$ cat src/rtl/mem_port_arbiter_pkg.sv
// Shared definitions for the single-ported memory arbiter: FSM state codes,
// owner codes and a helper for sizing the starvation counter.
package mem_port_arbiter_pkg;

  localparam logic [1:0] ARB_IDLE  = 2'd0;
  localparam logic [1:0] ARB_ISSUE = 2'd1;
  localparam logic [1:0] ARB_WAIT  = 2'd2;

  localparam logic ARB_OWN_I = 1'b0;
  localparam logic ARB_OWN_D = 1'b1;

  // Bits needed to hold values 0..max_val inclusive.
  function automatic int cnt_width(input int max_val);
    if (max_val < 1) return 1;
    return $clog2(max_val + 1);
  endfunction

endpackage

$ cat src/rtl/mem_port_arbiter_starve_ctr.sv
// Grant decision for the memory arbiter: D has fixed priority, but I is forced
// through once D has won STARVE_MAX times in a row while I was waiting.
module arb_starve_ctr
  import mem_port_arbiter_pkg::*;
#(
  parameter int STARVE_MAX = 4
) (
  input  logic aclk,
  input  logic aresetn,
  input  logic i_req,
  input  logic d_req,
  input  logic grant_en,
  output logic grant_i,
  output logic grant_d
);

  localparam int CNT_W = cnt_width(STARVE_MAX);
  localparam logic [CNT_W-1:0] CNT_MAX = CNT_W'(STARVE_MAX);

  logic [CNT_W-1:0] starve_cnt;
  logic             i_forced;

  assign i_forced = i_req && (starve_cnt == CNT_MAX);
  assign grant_d  = grant_en && d_req && !i_forced;
  assign grant_i  = grant_en && i_req && !grant_d;

  // Counts consecutive D wins only while I is actually waiting.
  always_ff @(posedge aclk or negedge aresetn) begin
    if (!aresetn) begin
      starve_cnt <= '0;
    end else if (grant_d && i_req) begin
      if (starve_cnt != CNT_MAX) starve_cnt <= starve_cnt + CNT_W'(1);
    end else if (grant_i || grant_d) begin
      starve_cnt <= '0;
    end
  end

endmodule

$ cat src/rtl/mem_port_arbiter.sv
// Shares one single-ported memory between instruction fetch (I) and data (D);
// one outstanding transaction at a time, acks pass the response straight through.
module mem_port_arbiter
  import mem_port_arbiter_pkg::*;
#(
  parameter int ADDR_WIDTH = 32,
  parameter int DATA_WIDTH = 32,
  parameter int STARVE_MAX = 4
) (
  input  logic                    aclk,
  input  logic                    aresetn,
  input  logic                    i_req,
  input  logic [ADDR_WIDTH-1:0]   i_addr,
  output logic                    i_ack,
  output logic [DATA_WIDTH-1:0]   i_rdata,
  input  logic                    d_req,
  input  logic                    d_we,
  input  logic [DATA_WIDTH/8-1:0] d_strb,
  input  logic [ADDR_WIDTH-1:0]   d_addr,
  input  logic [DATA_WIDTH-1:0]   d_wdata,
  output logic                    d_ack,
  output logic [DATA_WIDTH-1:0]   d_rdata,
  output logic                    m_valid,
  input  logic                    m_ready,
  output logic                    m_we,
  output logic [DATA_WIDTH/8-1:0] m_strb,
  output logic [ADDR_WIDTH-1:0]   m_addr,
  output logic [DATA_WIDTH-1:0]   m_wdata,
  input  logic                    m_rvalid,
  input  logic [DATA_WIDTH-1:0]   m_rdata,
  output logic                    protocol_err
);

  localparam int STRB_WIDTH = DATA_WIDTH / 8;

  logic [1:0]            state;
  logic                  owner;
  logic                  grant_en;
  logic                  grant_i;
  logic                  grant_d;
  logic                  rsp_fire;
  logic [DATA_WIDTH-1:0] i_rdata_q;
  logic [DATA_WIDTH-1:0] d_rdata_q;

  assign grant_en = (state == ARB_IDLE);

  arb_starve_ctr #(
    .STARVE_MAX(STARVE_MAX)
  ) u_starve_ctr (
    .aclk     (aclk),
    .aresetn  (aresetn),
    .i_req    (i_req),
    .d_req    (d_req),
    .grant_en (grant_en),
    .grant_i  (grant_i),
    .grant_d  (grant_d)
  );

  assign m_valid  = (state == ARB_ISSUE);
  assign rsp_fire = (state == ARB_WAIT) && m_rvalid;
  assign i_ack    = rsp_fire && (owner == ARB_OWN_I);
  assign d_ack    = rsp_fire && (owner == ARB_OWN_D);

  // Response data is passed through on the ack cycle and held afterwards.
  assign i_rdata = i_ack ? m_rdata : i_rdata_q;
  assign d_rdata = d_ack ? m_rdata : d_rdata_q;

  always_ff @(posedge aclk or negedge aresetn) begin
    if (!aresetn) begin
      state   <= ARB_IDLE;
      owner   <= ARB_OWN_I;
      m_we    <= 1'b0;
      m_strb  <= '0;
      m_addr  <= '0;
      m_wdata <= '0;
    end else begin
      case (state)
        ARB_IDLE: begin
          if (grant_d) begin
            owner   <= ARB_OWN_D;
            m_we    <= d_we;
            m_strb  <= d_strb;
            m_addr  <= d_addr;
            m_wdata <= d_wdata;
            state   <= ARB_ISSUE;
          end else if (grant_i) begin
            owner   <= ARB_OWN_I;
            m_we    <= 1'b0;
            m_strb  <= {STRB_WIDTH{1'b1}};
            m_addr  <= i_addr;
            m_wdata <= '0;
            state   <= ARB_ISSUE;
          end
        end
        ARB_ISSUE: begin
          if (m_ready) state <= ARB_WAIT;
        end
        ARB_WAIT: begin
          if (m_rvalid) state <= ARB_IDLE;
        end
        default: state <= ARB_IDLE;
      endcase
    end
  end

  always_ff @(posedge aclk or negedge aresetn) begin
    if (!aresetn) begin
      i_rdata_q <= '0;
      d_rdata_q <= '0;
    end else begin
      if (i_ack) i_rdata_q <= m_rdata;
      if (d_ack) d_rdata_q <= m_rdata;
    end
  end

  // A response with nothing outstanding means requester and memory disagree.
  always_ff @(posedge aclk or negedge aresetn) begin
    if (!aresetn) begin
      protocol_err <= 1'b0;
    end else if (m_rvalid && (state != ARB_WAIT)) begin
      protocol_err <= 1'b1;
    end
  end

endmodule

$ cat config.mk
export PLATFORM = sky130hd
export DESIGN_NAME = mem_port_arbiter
export DESIGN_NICKNAME = d
export VERILOG_FILES = /design/src/rtl/mem_port_arbiter_pkg.sv /design/src/rtl/mem_port_arbiter_starve_ctr.sv /design/src/rtl/mem_port_arbiter.sv
export SDC_FILE = /design/constraint.sdc
export NUM_CORES = 1
export LEC_CHECK = 0
export CORE_ASPECT_RATIO = 1.4
export CORE_UTILIZATION = 37
export DETAILED_ROUTE_END_ITERATION = 12
export MAX_ROUTING_LAYER = met4
export PLACE_DENSITY = 0.81
export SYNTH_ARGS = -nofsm -noshare
export SYNTH_HDL_FRONTEND = slang
export SYNTH_SLANG_ARGS = --single-unit
$ cat constraint.sdc
create_clock -name aclk -period 1.95 [get_ports aclk]
set_input_delay 0.4875 -clock aclk [delete_from_list [all_inputs] [get_ports aclk]]
set_output_delay 0.4875 -clock aclk [all_outputs]
set_load 0.005 [all_outputs]
==> metrics.md <==
| Metric | Value |
|---|---|
| Status | `finished with violations` |
| Violated checks | `setup timing` |
| Worst vdd ir | `0.0008129 V` |
| Worst-case clock skew | `0.008279 ns` |
| Setup slack after layout | `-0.5990 ns` |
| RSZ-0062 raised after global routing | `true` |
| CTS sink count | `140` |
| Hold/Removal Path Class | `reg2reg` |
| Worst path required time | `1.46 ns` |
| CP Capture Type | `output port` |
| Synth-to-layout area growth | `77.38%` |
| Clock Tree Root | `clkbuf_16` |
| Synthesis Warnings | `0` |
| H-Tree Depth | `4` |
| Syn Area/Cell | `13.03 µm²` |
| Post-Syn Area | `0.005748 mm²` |
| Critical path data arrival time | `2.06 ns` |
| Nets | `912` |
| Clock latency on the worst-skew pair | `0.42 ns` |
| Layout cells sized above 1 | `30.36%` |
| Power density cells | `1522 mW/mm²` |
| MaxCap Viol Count | `0` |
| Post-synth top area cell | `dfrtp_1` |
| LEAKAGE | `4.609 nW` |
| Final-report max-slew violation count | `0` |
| Antenna-violating nets left | `0` |
| GPL Wtd Cong | `0.8063` |
| Antenna cells | `0` |
| Core ar. | `0.01512 mm²` |
| Pin count of the biggest net entering global routing | `47` |
| CTS clock-pin slew for the worst setup and hold paths | `0.06 ns` |
| Detailed placement HPWL | `12440 µm` |
| Min cycle time layout | `2.549 ns` |
| Async SR Flop Fraction | `100.0%` |
| Starting Density | `38.02%` |
| Vias | `5294` |
| Hold WS | `0.4698 ns` |
| Worst Setup Start Kind | `flop` |
| Core Util, Final | `67.44%` |
| Remaining Overflow, GRT | `0` |
| Crit-path cells | `nand2b_4 > nor3b_4 > buf_4 > buf_12 > mux2_4 > clkdlybuf4s15_1` |
| CTS Buf Count | `17` |
| Synth top area share | `60.95%` |
| Seq cells post-synth | `140` |
| Die width | `107.3 µm` |
| Most common library cells after synthesis | `dfrtp_1 (140), mux2_2 (63), inv_1 (38), o21ai_0 (36), a22o_1 (33)` |
| Cells after Synth | `441` |
| CP max-delay cell | `dfrtp_1` |
| Register area share after synthesis | `60.95%` |
| Top-count cell post-synth | `dfrtp_1` |
| Dominant cells by area after synthesis | `dfrtp_1 (61%), mux2_2 (12%), a22o_1 (5.0%)` |
| Filler cells | `1068` |
| Worst-margin pin slew | `0.4095 ns` |
| Normalized max-slew margin | `72.70%` |
| Iteration-0 DRC Markers | `251` |
| CTS tree | `built` |
| Dpl ws | `-0.8839 ns` |
| Critical setup path kind | `reg2out` |
| Period utilization | `130.7%` |
| Die Ht | `149.5 µm` |
| Post-synth top flop | `dfrtp_1` |
| Die footprint | `0.01604 mm²` |
| Initial antenna violation count | `0` |
| First-pass GRT wire length | `29500 µm` |
| Max Fclk | `392.3 MHz` |
| WL per Instance | `21.15 µm` |
| # rows | `53` |
| DRC viols | `0` |
| Port Buffers | `275` |
| Post-route setup TNS | `-33.28 ns` |
| Post-Synthesis Net Count | `582` |
| DR pass1 iterations | `5` |
| Slowest cell delay on critical path | `0.39 ns` |
| CP max FO | `9` |
| Tot GR Track Use | `25.37%` |
| Power Total | `15.52 mW` |
| Number of synthesized flops with an enable pin | `0` |
| CTS Buffer Depth | `2` |
| IO Pins | `276` |
| Final setup vio count | `66` |
| DR vias/cell | `5.424` |
| Final WL | `20640 µm` |
| Vias in the first global route | `5507` |
| Fin. Hold Viols | `0` |
| Yosys cell types | `28` |
[registers in the layout (all words and copies together) (netlist names), 2 cells and up]
signal	count
i_rdata_q	32
m_wdata	32
state	2
m_strb	4
d_rdata_q	32
m_addr	32
u_starve_ctr.starve_cnt	3
[cells by family (layout without fill, tap and decap cells)]
kind of cell / Yosys count / count (layout) / synth area share [%]
flip-flops: 140 / 140 / 60.95
buffers and inverters: 76 / 419 / 5.573
multiplexers: 64 / 64 / 12.54
AND/OR/NAND/NOR: 16 / 16 / 1.785
AO/OA/AOI/OAI: 143 / 143 / 18.72
adder cells (fa/ha/maj): 2 / 2 / 0.4353
[stage by stage]
| step | instance area [µm²] | cells |
|---|---|---|
| floorplan | 5748 | 441 |
| global placement | 8845 | 892 |
| detailed placement | 8845 | 892 |
| CTS | 9986 | 958 |
| global route | 10200 | 976 |
| finish | 10200 | 976 |
[cells in the final DEF, fill, tap and decap left out, types with 2 or more instances in the layout]
cell type / instances
clkbuf_16: 18
o31ai_1: 2
mux2_2: 20
nand2b_4: 2
buf_4: 39
nor2_2: 2
nand2b_1: 2
buf_2: 8
clkdlybuf4s15_1: 7
clkdlybuf4s50_1: 206
clkbuf_1: 2
buf_12: 13
bufinv_16: 3
buf_16: 4
inv_1: 36
inv_6: 4
dfrtp_1: 139
o21ai_0: 36
nand2_1: 2
mux2_4: 44
a32o_1: 2
o22a_1: 4
a22o_1: 33
o211ai_1: 32
buf_6: 56
clkinv_4: 3
clkinv_2: 2
clkbuf_2: 12
ha_1: 2
o2111ai_1: 32
nand3_1: 2
[timing repair]
item                                   4_1_cts  5_1_grt
buffers inserted                            27       22
cloned                                       6        1
endpoints found under the hold margin       35        0
resized for setup                          291       68
pin swaps                                    1        1
hold buffers                                 1        0
setup endpoints to repair                   67       85
[cell type report]
cell class	count	area, µm²	area share [%]
Sequential cell	140	3505	34.37
Clock inverter	12	160.2	1.571
Clock buffer	20	446.7	4.381
Tap cell	192	240.2	2.356
Multi-Input combinational cell	225	2110	20.69
Timing Repair Buffer	349	3585	35.16
Inverter	38	150.1	1.473
[report_power, final]
group / internal, mW / leakage, nW / switching [mW] / total (mW)
registers: 4.25 / 1.73 / 0.667 / 4.91
logic: 4.45 / 2.59 / 2.82 / 7.27
clock network: 2.06 / 0.296 / 1.28 / 3.34
total: 10.8 / 4.61 / 4.77 / 15.5
[worst paths after layout]
| path | start | endpoint | slack, ns | cells after the start |
|---|---|---|---|---|
| worst min-delay path | protocol_err | protocol_err | 0.47 | 1 |
| worst max register to register | state[0] | m_addr[25] | 0.18 | 7 |
| worst min register to register | protocol_err | protocol_err | 0.47 | 1 |
| worst max-delay path | state[0] | i_rdata[31] | -0.60 | 6 |
| min in group asynchronous | aresetn | i_rdata_q[4] | 0.55 | 2 |
| max in group asynchronous | aresetn | m_addr[16] | 0.74 | 3 |
[per-layer routing]
layer | up-vias | global-route usage (%) | routed length, µm
li1 | 2295 | - | -
met1 | 2675 | 26.84 | 7561
met2 | 270 | 45.13 | 11130
met3 | 54 | 5.488 | 1322
met4 | 0 | 11.16 | 623
met5 | - | - | 0
[critical path: cells and delay by family (launching register included)]
family | cells | cell delay (ns)
and+or+nand+nor | 2 | 0.39
DFF | 1 | 0.39
muxes | 1 | 0.34
buffers and inverters | 3 | 0.52
Note: power is estimated with default switching activity, not from simulation.
